`src/rtl/instr_packer_pkg.sv`:
```
// Shared RISC-V immediate encodings and field positions, common to the packer and the immediate extender.
package instr_packer_pkg;

  typedef enum logic [1:0] {
    IMM_I = 2'b00,
    IMM_S = 2'b01,
    IMM_B = 2'b10,
    IMM_J = 2'b11
  } immsrc_t;

  localparam int I_IMM_LSB   = 20;
  localparam int S_HI_LSB    = 25;
  localparam int S_LO_LSB    = 7;
  localparam int B_BIT11_POS = 7;
  localparam int B_LO_LSB    = 8;
  localparam int J_BIT11_POS = 20;
  localparam int J_HI_LSB    = 21;

  // True when v[31:msb] are all copies of the sign bit, i.e. v fits in msb+1 signed bits.
  function automatic logic is_sext(input logic [31:0] v, input int msb);
    logic ok;
    ok = 1'b1;
    for (int b = 0; b < 32; b++)
      if (b >= msb && v[b] != v[31]) ok = 1'b0;
    return ok;
  endfunction

endpackage

```
`src/rtl/instr_packer_imm_pack.sv`:
```
// Combinational packer: scatters a signed immediate into the I/S/B/J bit layout of a base word.
module imm_pack
  import instr_packer_pkg::*;
(
  input  logic [31:0] base,
  input  logic [31:0] imm,
  input  logic [1:0]  immsrc,
  output logic [31:0] instr,
  output logic        err
);

  immsrc_t sel;
  assign sel = immsrc_t'(immsrc);

  always_comb begin
    instr = base;
    err   = 1'b0;
    case (sel)
      IMM_I: begin
        instr[31:I_IMM_LSB] = imm[11:0];
        err                 = !is_sext(imm, 11);
      end
      IMM_S: begin
        instr[31:S_HI_LSB]   = imm[11:5];
        instr[S_LO_LSB +: 5] = imm[4:0];
        err                  = !is_sext(imm, 11);
      end
      IMM_B: begin
        instr[31]            = imm[12];
        instr[B_BIT11_POS]   = imm[11];
        instr[30:S_HI_LSB]   = imm[10:5];
        instr[B_LO_LSB +: 4] = imm[4:1];
        err                  = !is_sext(imm, 12) || imm[0];
      end
      IMM_J: begin
        instr[31]          = imm[20];
        instr[19:12]       = imm[19:12];
        instr[J_BIT11_POS] = imm[11];
        instr[30:J_HI_LSB] = imm[10:1];
        err                = !is_sext(imm, 20) || imm[0];
      end
      default: instr = base;
    endcase
  end

endmodule

```
`src/rtl/instr_packer.sv`:
```
// Instruction packer: packs immediates into base words, tags word addresses, and streams
// results through a 2-entry FIFO with delivery counters and a sticky error flag.
module instr_packer
  import instr_packer_pkg::*;
#(
  parameter logic [31:0] BASE_ADDR = 32'h0,
  parameter int          CNT_W     = 16
) (
  input  logic             clk,
  input  logic             reset,
  input  logic             clr,
  input  logic             in_valid,
  output logic             in_ready,
  input  logic [1:0]       immsrc,
  input  logic [31:0]      base,
  input  logic [31:0]      imm,
  output logic             out_valid,
  input  logic             out_ready,
  output logic [31:0]      out_instr,
  output logic [31:0]      out_addr,
  output logic             out_err,
  output logic             err_sticky,
  output logic [CNT_W-1:0] word_cnt,
  output logic [CNT_W-1:0] err_cnt
);

  function automatic logic [CNT_W-1:0] sat_inc(input logic [CNT_W-1:0] v);
    return (&v) ? v : v + {{(CNT_W-1){1'b0}}, 1'b1};
  endfunction

  logic [31:0] pk_instr_p0;
  logic        pk_err_p0;
  logic [31:0] instr_p1 [2];
  logic [31:0] addr_p1  [2];
  logic [1:0]  err_p1;
  logic        wr_ptr;
  logic        rd_ptr;
  logic [1:0]  fill;
  logic [31:0] next_addr;
  logic        push;
  logic        pop;

  imm_pack u_pack (
    .base   (base),
    .imm    (imm),
    .immsrc (immsrc),
    .instr  (pk_instr_p0),
    .err    (pk_err_p0)
  );

  // p0 -> p1: packed word enters the buffer; outputs always present the oldest entry
  assign in_ready  = (fill != 2'd2) && !clr;
  assign push      = in_valid && in_ready;
  assign out_valid = (fill != 2'd0);
  assign pop       = out_valid && out_ready && !clr;
  assign out_instr = instr_p1[rd_ptr];
  assign out_addr  = addr_p1[rd_ptr];
  assign out_err   = err_p1[rd_ptr];

  always_ff @(posedge clk or posedge reset) begin
    if (reset) begin
      instr_p1[0] <= '0;
      instr_p1[1] <= '0;
      addr_p1[0]  <= '0;
      addr_p1[1]  <= '0;
      err_p1      <= '0;
      wr_ptr      <= 1'b0;
      rd_ptr      <= 1'b0;
      fill        <= 2'd0;
      next_addr   <= BASE_ADDR;
      err_sticky  <= 1'b0;
      word_cnt    <= '0;
      err_cnt     <= '0;
    end else if (clr) begin
      wr_ptr     <= 1'b0;
      rd_ptr     <= 1'b0;
      fill       <= 2'd0;
      next_addr  <= BASE_ADDR;
      err_sticky <= 1'b0;
      word_cnt   <= '0;
      err_cnt    <= '0;
    end else begin
      if (push) begin
        instr_p1[wr_ptr] <= pk_instr_p0;
        addr_p1[wr_ptr]  <= next_addr;
        err_p1[wr_ptr]   <= pk_err_p0;
        wr_ptr           <= !wr_ptr;
        next_addr        <= next_addr + 32'd4;
      end
      if (pop) begin
        rd_ptr   <= !rd_ptr;
        word_cnt <= sat_inc(word_cnt);
        if (out_err) begin
          err_cnt    <= sat_inc(err_cnt);
          err_sticky <= 1'b1;
        end
      end
      fill <= fill + {1'b0, push} - {1'b0, pop};
    end
  end

endmodule

```
`config.mk`:
```
export PLATFORM = sky130hd
export DESIGN_NAME = instr_packer
export DESIGN_NICKNAME = d
export VERILOG_FILES = /design/src/rtl/instr_packer_pkg.sv /design/src/rtl/instr_packer_imm_pack.sv /design/src/rtl/instr_packer.sv
export SDC_FILE = /design/constraint.sdc
export NUM_CORES = 1
export LEC_CHECK = 0
export BUFFER_PORTS_ARGS = -buffer_cell sky130_fd_sc_hd__buf_2
export CORE_MARGIN = 4
export CORE_UTILIZATION = 35
export DETAILED_ROUTE_END_ITERATION = 6
export GPL_ROUTABILITY_DRIVEN = 0
export RECOVER_POWER = 50
export SLEW_MARGIN = 20
export SYNTH_ARGS = -nofsm -noshare
export SYNTH_HDL_FRONTEND = slang
export SYNTH_HIERARCHICAL = 1
export SYNTH_SLANG_ARGS = --single-unit
```
`constraint.sdc`:
```
create_clock -name clk -period 7.9 [get_ports clk]
set_input_delay 0.395 -clock clk [delete_from_list [all_inputs] [get_ports clk]]
set_output_delay 0.395 -clock clk [all_outputs]
set_load 0.01 [all_outputs]
```
==> results of run 1 <==
[worst reg2reg max path: cells and delay by family, from the launching register on]
kind	cells	cell delay, ns
AND/OR/NAND/NOR	2	0.64
buffers and inverters	1	0.65
multiplexers	2	0.82
flip-flops	1	0.71
[cell usage after synthesis, drive strengths merged (19+ instances only)]
master  instances
mux2          211
dfrtp         193
buf            43
nor2           34
nand2          32
nand3          28
a21oi          26
nand4          23
nand2b         21
nor4           20
inv            19
o21ai          19
[metrics by stage]
stage | area, sq um | setup WS [ns]
after floorplan | 9869 | 2.249
after global placement | 10890 | 4.518
after detailed placement | 10890 | 4.514
after CTS | 11490 | 4.933
after global routing | 11420 | 2.642
final | 11420 | 3.228
[state kept, by name, summed over array words and instances (netlist names), 2 cells and up]
register	cells
instr_p1	64
addr_p1	60
next_addr	30
err_cnt	16
word_cnt	16
err_p1	2
fill	2
[cells by family (layout without fill, tap and decap cells)]
logic type | Yosys count | in the layout | share of synthesized area [%]
xor gates and xnor gates | 6 | 6 | 0.5327
adders and majority gates | 9 | 9 | 1.141
other | 1 | 2 | 0.03801
buffers and inverters | 73 | 217 | 3.881
DFF | 193 | 193 | 48.95
muxes | 227 | 227 | 25.71
AOI/OAI and AO/OA | 85 | 85 | 5.416
and+or+nand+nor | 239 | 239 | 14.33
[power groups by stage]
stage                     logic (mW)  registers (mW)  clock network (mW)
after floorplan                0.396            1.21                   0
after global placement         0.537            1.23                   0
after CTS                      0.544            1.21               0.912
after global routing           0.587            1.24               0.949
final                          0.532            1.21               0.885
after detailed placement       0.542            1.23                   0
[worst paths after layout]
kind	slack [ns]	startpoint	end
worst max-delay path	3.23	clr	instr_p1[11]
worst min-delay path	0.19	base[1]	instr_p1[1]
worst max register to register	4.97	rd_ptr	err_cnt[12]
worst min register to register	0.49	addr_p1[36]	addr_p1[36]
max in group asynchronous	3.67	reset	rd_ptr
min in group asynchronous	1.60	reset	instr_p1[1]
[layout make-up]
| cell class | instances | area, sq um |
|---|---|---|
| flip-flops and latches | 193 | 4831 |
| clock buffers | 17 | 425.4 |
| clock inverters | 15 | 183.9 |
| multi-input cells | 568 | 4642 |
| inverters | 19 | 72.57 |
| repair buffers | 166 | 797.0 |
| well taps | 378 | 473.0 |
| fillers | 2759 | 16360 |
[cells in the final DEF (no fill, tap or decap), types with 5 or more instances in the layout]
cell type | Yosys | routed
mux2_2 | 207 | 207
dfrtp_1 | 193 | 192
buf_2 | 12 | 127
clkbuf_1 | 11 | 35
nor2_1 | 32 | 33
nand2_1 | 31 | 31
nand3_1 | 27 | 27
a21oi_1 | 26 | 26
nand4_1 | 22 | 22
nand2b_1 | 21 | 21
o21ai_0 | 18 | 18
inv_1 | 19 | 18
clkbuf_16 | 0 | 17
o31ai_1 | 16 | 16
nor2b_1 | 16 | 16
nor3_1 | 16 | 16
mux2i_1 | 16 | 16
nor4_1 | 14 | 15
or4_1 | 11 | 11
ha_1 | 9 | 9
and3_1 | 8 | 8
or3_1 | 6 | 6
and2_1 | 6 | 6
a211oi_1 | 5 | 5
inv_8 | 0 | 5
[routing by layer]
layer / track usage [%] / vias up / wire (microns)
li1: - / 3299 / -
met1: 19.48 / 3377 / 10300
met2: 22.41 / 167 / 10020
met3: 3.315 / 17 / 1092
met4: 3.054 / 2 / 196
met5: 0 / - / 13
==> impl_metrics.ini, run 1 <==
[power]
clockPowerShare_pct = 33.6
totalPowerFinal_mw = 2.632
ir_drop_v = 0.0001148
p_per_area_nw_per_um2 = 230.4
seq_power_share_pct = 46.1
p_comb_share_pct = 20.2
p_sw_mw = 0.7567
p_sw_share_pct = 28.75
p_leak_nw = 5.155
internal-power_mw = 1.875

[logic_synthesis]
syn_area_per_cell_sq_um = 11.84
seq_area_frac_synth_pct = 48.95
synth_top_area_share_pct = 48.95
synth_edf_count = 0
synthFlopType = dfrtp_1
ys_warn_count = 6
synthArstFlopShare_pct = 100.0
synth_cells = 833
yosys.area.top_type = dfrtp_1
synth.distinct_cells = 62
synth_area_leaders = dfrtp_1 (49%), mux2_2 (24%), mux2i_1 (1.6%), buf_4 (1.6%), nand4_1 (1.4%)
ys_ff_latch = 193
syn-cell-area_sq_um = 9866

[worst_setup_path]
path_cells = buf_2 -> clkbuf_1 -> nand2b_1 -> nor2_1 -> nand2_1 -> buf_4 -> mux2_2
worstPathArrival_ns = 4.98
critPathTopFamily = buffers and inverters
worstRegToRegCells = 5
endpoint_kind = register
critPathBufInv = 3
cp-start-kind = input pin
cpMaxStageDelayCell = clkbuf_1
critPathKind = input pin to register
slowest_delay_ns = 2.53
cp.required_ns = 8.21
crit_cells = 7
crit_fanout = 86

[floorplan]
initial_core_util_pct = 35.51
coreArea_sq_um = 27780
io_pins = 171
dieArea_sq_um = 30940
die_h_microns = 175.9
die_w_microns = 175.9
num_rows = 61

[finish]
stdcell_count = 1356
num_antenna_cells = 0
utilization_pct = 41.12
drive_above_1_share_pct = 39.88
syn2layout_area_growth_pct = 15.80
layout.nets = 1045

[detailed_routing]
wirelength_mm = 21.63
first_pass_iters = 4
drcViolationCount = 0
vias = 6862
viasPerCell = 5.060
drt_iter0_markers = 228
drt.antenna.violating_nets = 0
post_drt_wl_per_cell_microns = 15.95

[global_route]
grt_max_degree = 121
grt_pass1_vias = 6778
grt-ovfl-total = 0
antenna_found_initial = 1
grt_first_pass_wirelength_mm = 35.67
grt_usage_pct = 14.00

[timing]
hold_viol_final = 0
finalCritPeriodShare_pct = 59.14
fin_crit_ns = 4.672
relSlewSlack_pct = -253.8
fin_hold_ws_ns = 0.1944
setup_viol = 0
max_freq_mhz = 214.0
fin_worst_skew_ns = 0.01148
slew_violations = 218
setup_tns_ns = 0
max_slew.worst_pin.slew_ns = 5.278
rsz0062_at_grt = false

[clock_tree]
cts_root_buffer = clkbuf_16
clkLatencyLatePin_ns = 0.43
cts.path.max_buffers = 2
cts_tree = done
post_cts_buffers = 0
cts_max_level = 4
cts_buffers = 17
clkSlewWorstSetupHoldPaths_ns = 0.08
postCtsHoldBufs = 0
clock_sinks = 193
cts_resized = 0

[hold_path]
hold-path-cell-count = 2
hold_class = input pin to register

[place]
portBuffers = 161
detailed_place_hpwl_mm = 14.64
post-place-cells = 1324

[outcome]
violations = max-capacitance violations, max-slew violations
outcome = finished with violations

[flow_run]
max_cap_viol_count = 3
Note: power is estimated with default switching activity, not from simulation.
==> run 2: changes to the inputs <==
Clock period 7.9 ns to 4.75 ns, I/O delays scaled along.
==> run 2 against run 1 <==
The flow still finishes with violations (max-capacitance violations, max-slew violations). Flip-flop and latch count unchanged. Critical path depth shrank 4. First-iteration DRC count up 55%. Wire length rose by 2.1%. Critical path type is now register to output pin. Largest power group unchanged.
==> impl_metrics.ini, run 2 (synthesis results as in run 1) <==
[clock_tree]
cts_tree = done
cts_buffers = 17
cts_max_level = 4
cts_resized = 0
cts_root_buffer = clkbuf_16
post_cts_buffers = 0
cts.path.max_buffers = 2
clkSlewWorstSetupHoldPaths_ns = 0.08
clkLatencyLatePin_ns = 0.43
clock_sinks = 193

[timing]
finalCritPeriodShare_pct = 64.62
hold_viol_final = 0
fin_crit_ns = 3.070
max_freq_mhz = 325.8
fin_worst_skew_ns = 0.01313
rsz0062_at_grt = false
setup_viol = 0
relSlewSlack_pct = -23.00
setup_tns_ns = 0
setup_slack_ns = 1.680
max_slew.worst_pin.slew_ns = 1.845
slew_violations = 74

[place]
portBuffers = 161
detailed_place_hpwl_mm = 14.73
pre_cts_ws_ns = 2.026

[global_route]
grt_max_degree = 194
grt-ovfl-total = 0
grt_usage_pct = 14.39
antenna_found_initial = 1
busiest_layer = met2
use_met1_pct = 19.49
grt_pass1_vias = 7093
grt_first_pass_wirelength_mm = 36.43
grt_util_met3_pct = 3.745
met2_usage_pct = 23.60

[worst_setup_path]
cp.required_ns = 4.51
worstPathArrival_ns = 2.83
r2r_slack_ns = 1.96
crit_fanout = 63
endpoint_kind = output pin
critPathKind = register to output pin
worstRegToRegCells = 4
cp-start-kind = register

[hold_path]
hold-path-cell-count = 2
hold_class = input pin to register

[outcome]
violations = max-capacitance violations, max-slew violations
outcome = finished with violations

[detailed_routing]
drcViolationCount = 0
vias = 6947
wirelength_mm = 22.08
post_drt_wl_per_cell_microns = 16.25
first_pass_iters = 4
drt_iter0_markers = 353
viasPerCell = 5.112
drt.antenna.violating_nets = 0

[finish]
seqCellArea_sq_um = 4831
regMostFlops = instr_p1
layout.nets = 1048
syn2layout_area_growth_pct = 16.42
multi_input_area_sq_um = 4643
top_regs = instr_p1 (64), addr_p1 (60), next_addr (30)
fillers = 2714
drive_above_1_share_pct = 39.76
final_cell_mix = mux2_2 (206), dfrtp_1 (192), buf_2 (125), clkbuf_1 (36), nor2_1 (33)
largest_register_ffs = 64
utilization_pct = 41.34
num_antenna_cells = 0
layout_commonest_cell = mux2_2

[floorplan]
coreArea_sq_um = 27780
dieArea_sq_um = 30940
initial_core_util_pct = 35.51
die_h_microns = 175.9
die_w_microns = 175.9
num_rows = 61
io_pins = 171

[power]
ir_drop_v = 0.0002122
p_leak_nw = 5.173
p_per_area_nw_per_um2 = 382.1

[flow_run]
max_cap_viol_count = 2
run 2: through the flow:
step / cells / power, mW / cell area [sq um] / hold WS (ns)
after floorplan: 834 / 2.664 / 9873 / 0.4541
after global placement: 1325 / 2.943 / 10910 / 0.4690
after detailed placement: 1325 / 2.963 / 10910 / 0.4750
after CTS: 1357 / 4.456 / 11510 / 0.02464
after global routing: 1359 / 4.643 / 11490 / 0.01844
final: 1359 / 4.389 / 11490 / 0.04160
run 2: where the power goes:
| group | switching [mW] | internal, mW | leakage (nW) |
|---|---|---|---|
| Clock | 0.703 | 0.768 | 0.290 |
| Sequential | 0.122 | 1.89 | 2.56 |
| Combinational | 0.431 | 0.480 | 2.33 |
run 2: cell type report:
type	instances	share of cell area (%)
clock inverter	14	1.405
timing repair buffer	169	7.538
clock buffer	18	3.824
sequential	193	42.06
multi-input combinational	568	40.42
inverter	19	0.6318
tap	378	4.118
run 2: path summary, 6_finish.rpt:
check	start	endpoint
setup / recovery	rd_ptr	out_instr[10]
hold / removal	base[4]	instr_p1[4]
setup reg to reg	next_addr[2]	next_addr[14]
hold reg to reg	addr_p1[36]	addr_p1[36]
max in group asynchronous	reset	rd_ptr
min in group asynchronous	reset	instr_p1[33]
run 2: metal layers:
layer | routed length [microns] | vias to the layer above
met3 | 1246 | 11
met4 | 144 | 2
met1 | 10160 | 3456
li1 | - | 3306
met5 | 7 | -
met2 | 10520 | 172
run 2: worst max-delay path: stages, from the launching register on:
cell,delay [ns]
dfrtp_2,0.40
clkbuf_2,1.33
mux2_2,0.47
buf_2,0.15
run 2: repair_timing:
item                                   CTS  global route
hold buffers                             0             1
setup endpoints to repair                0             0
endpoints found under the hold margin    0            68
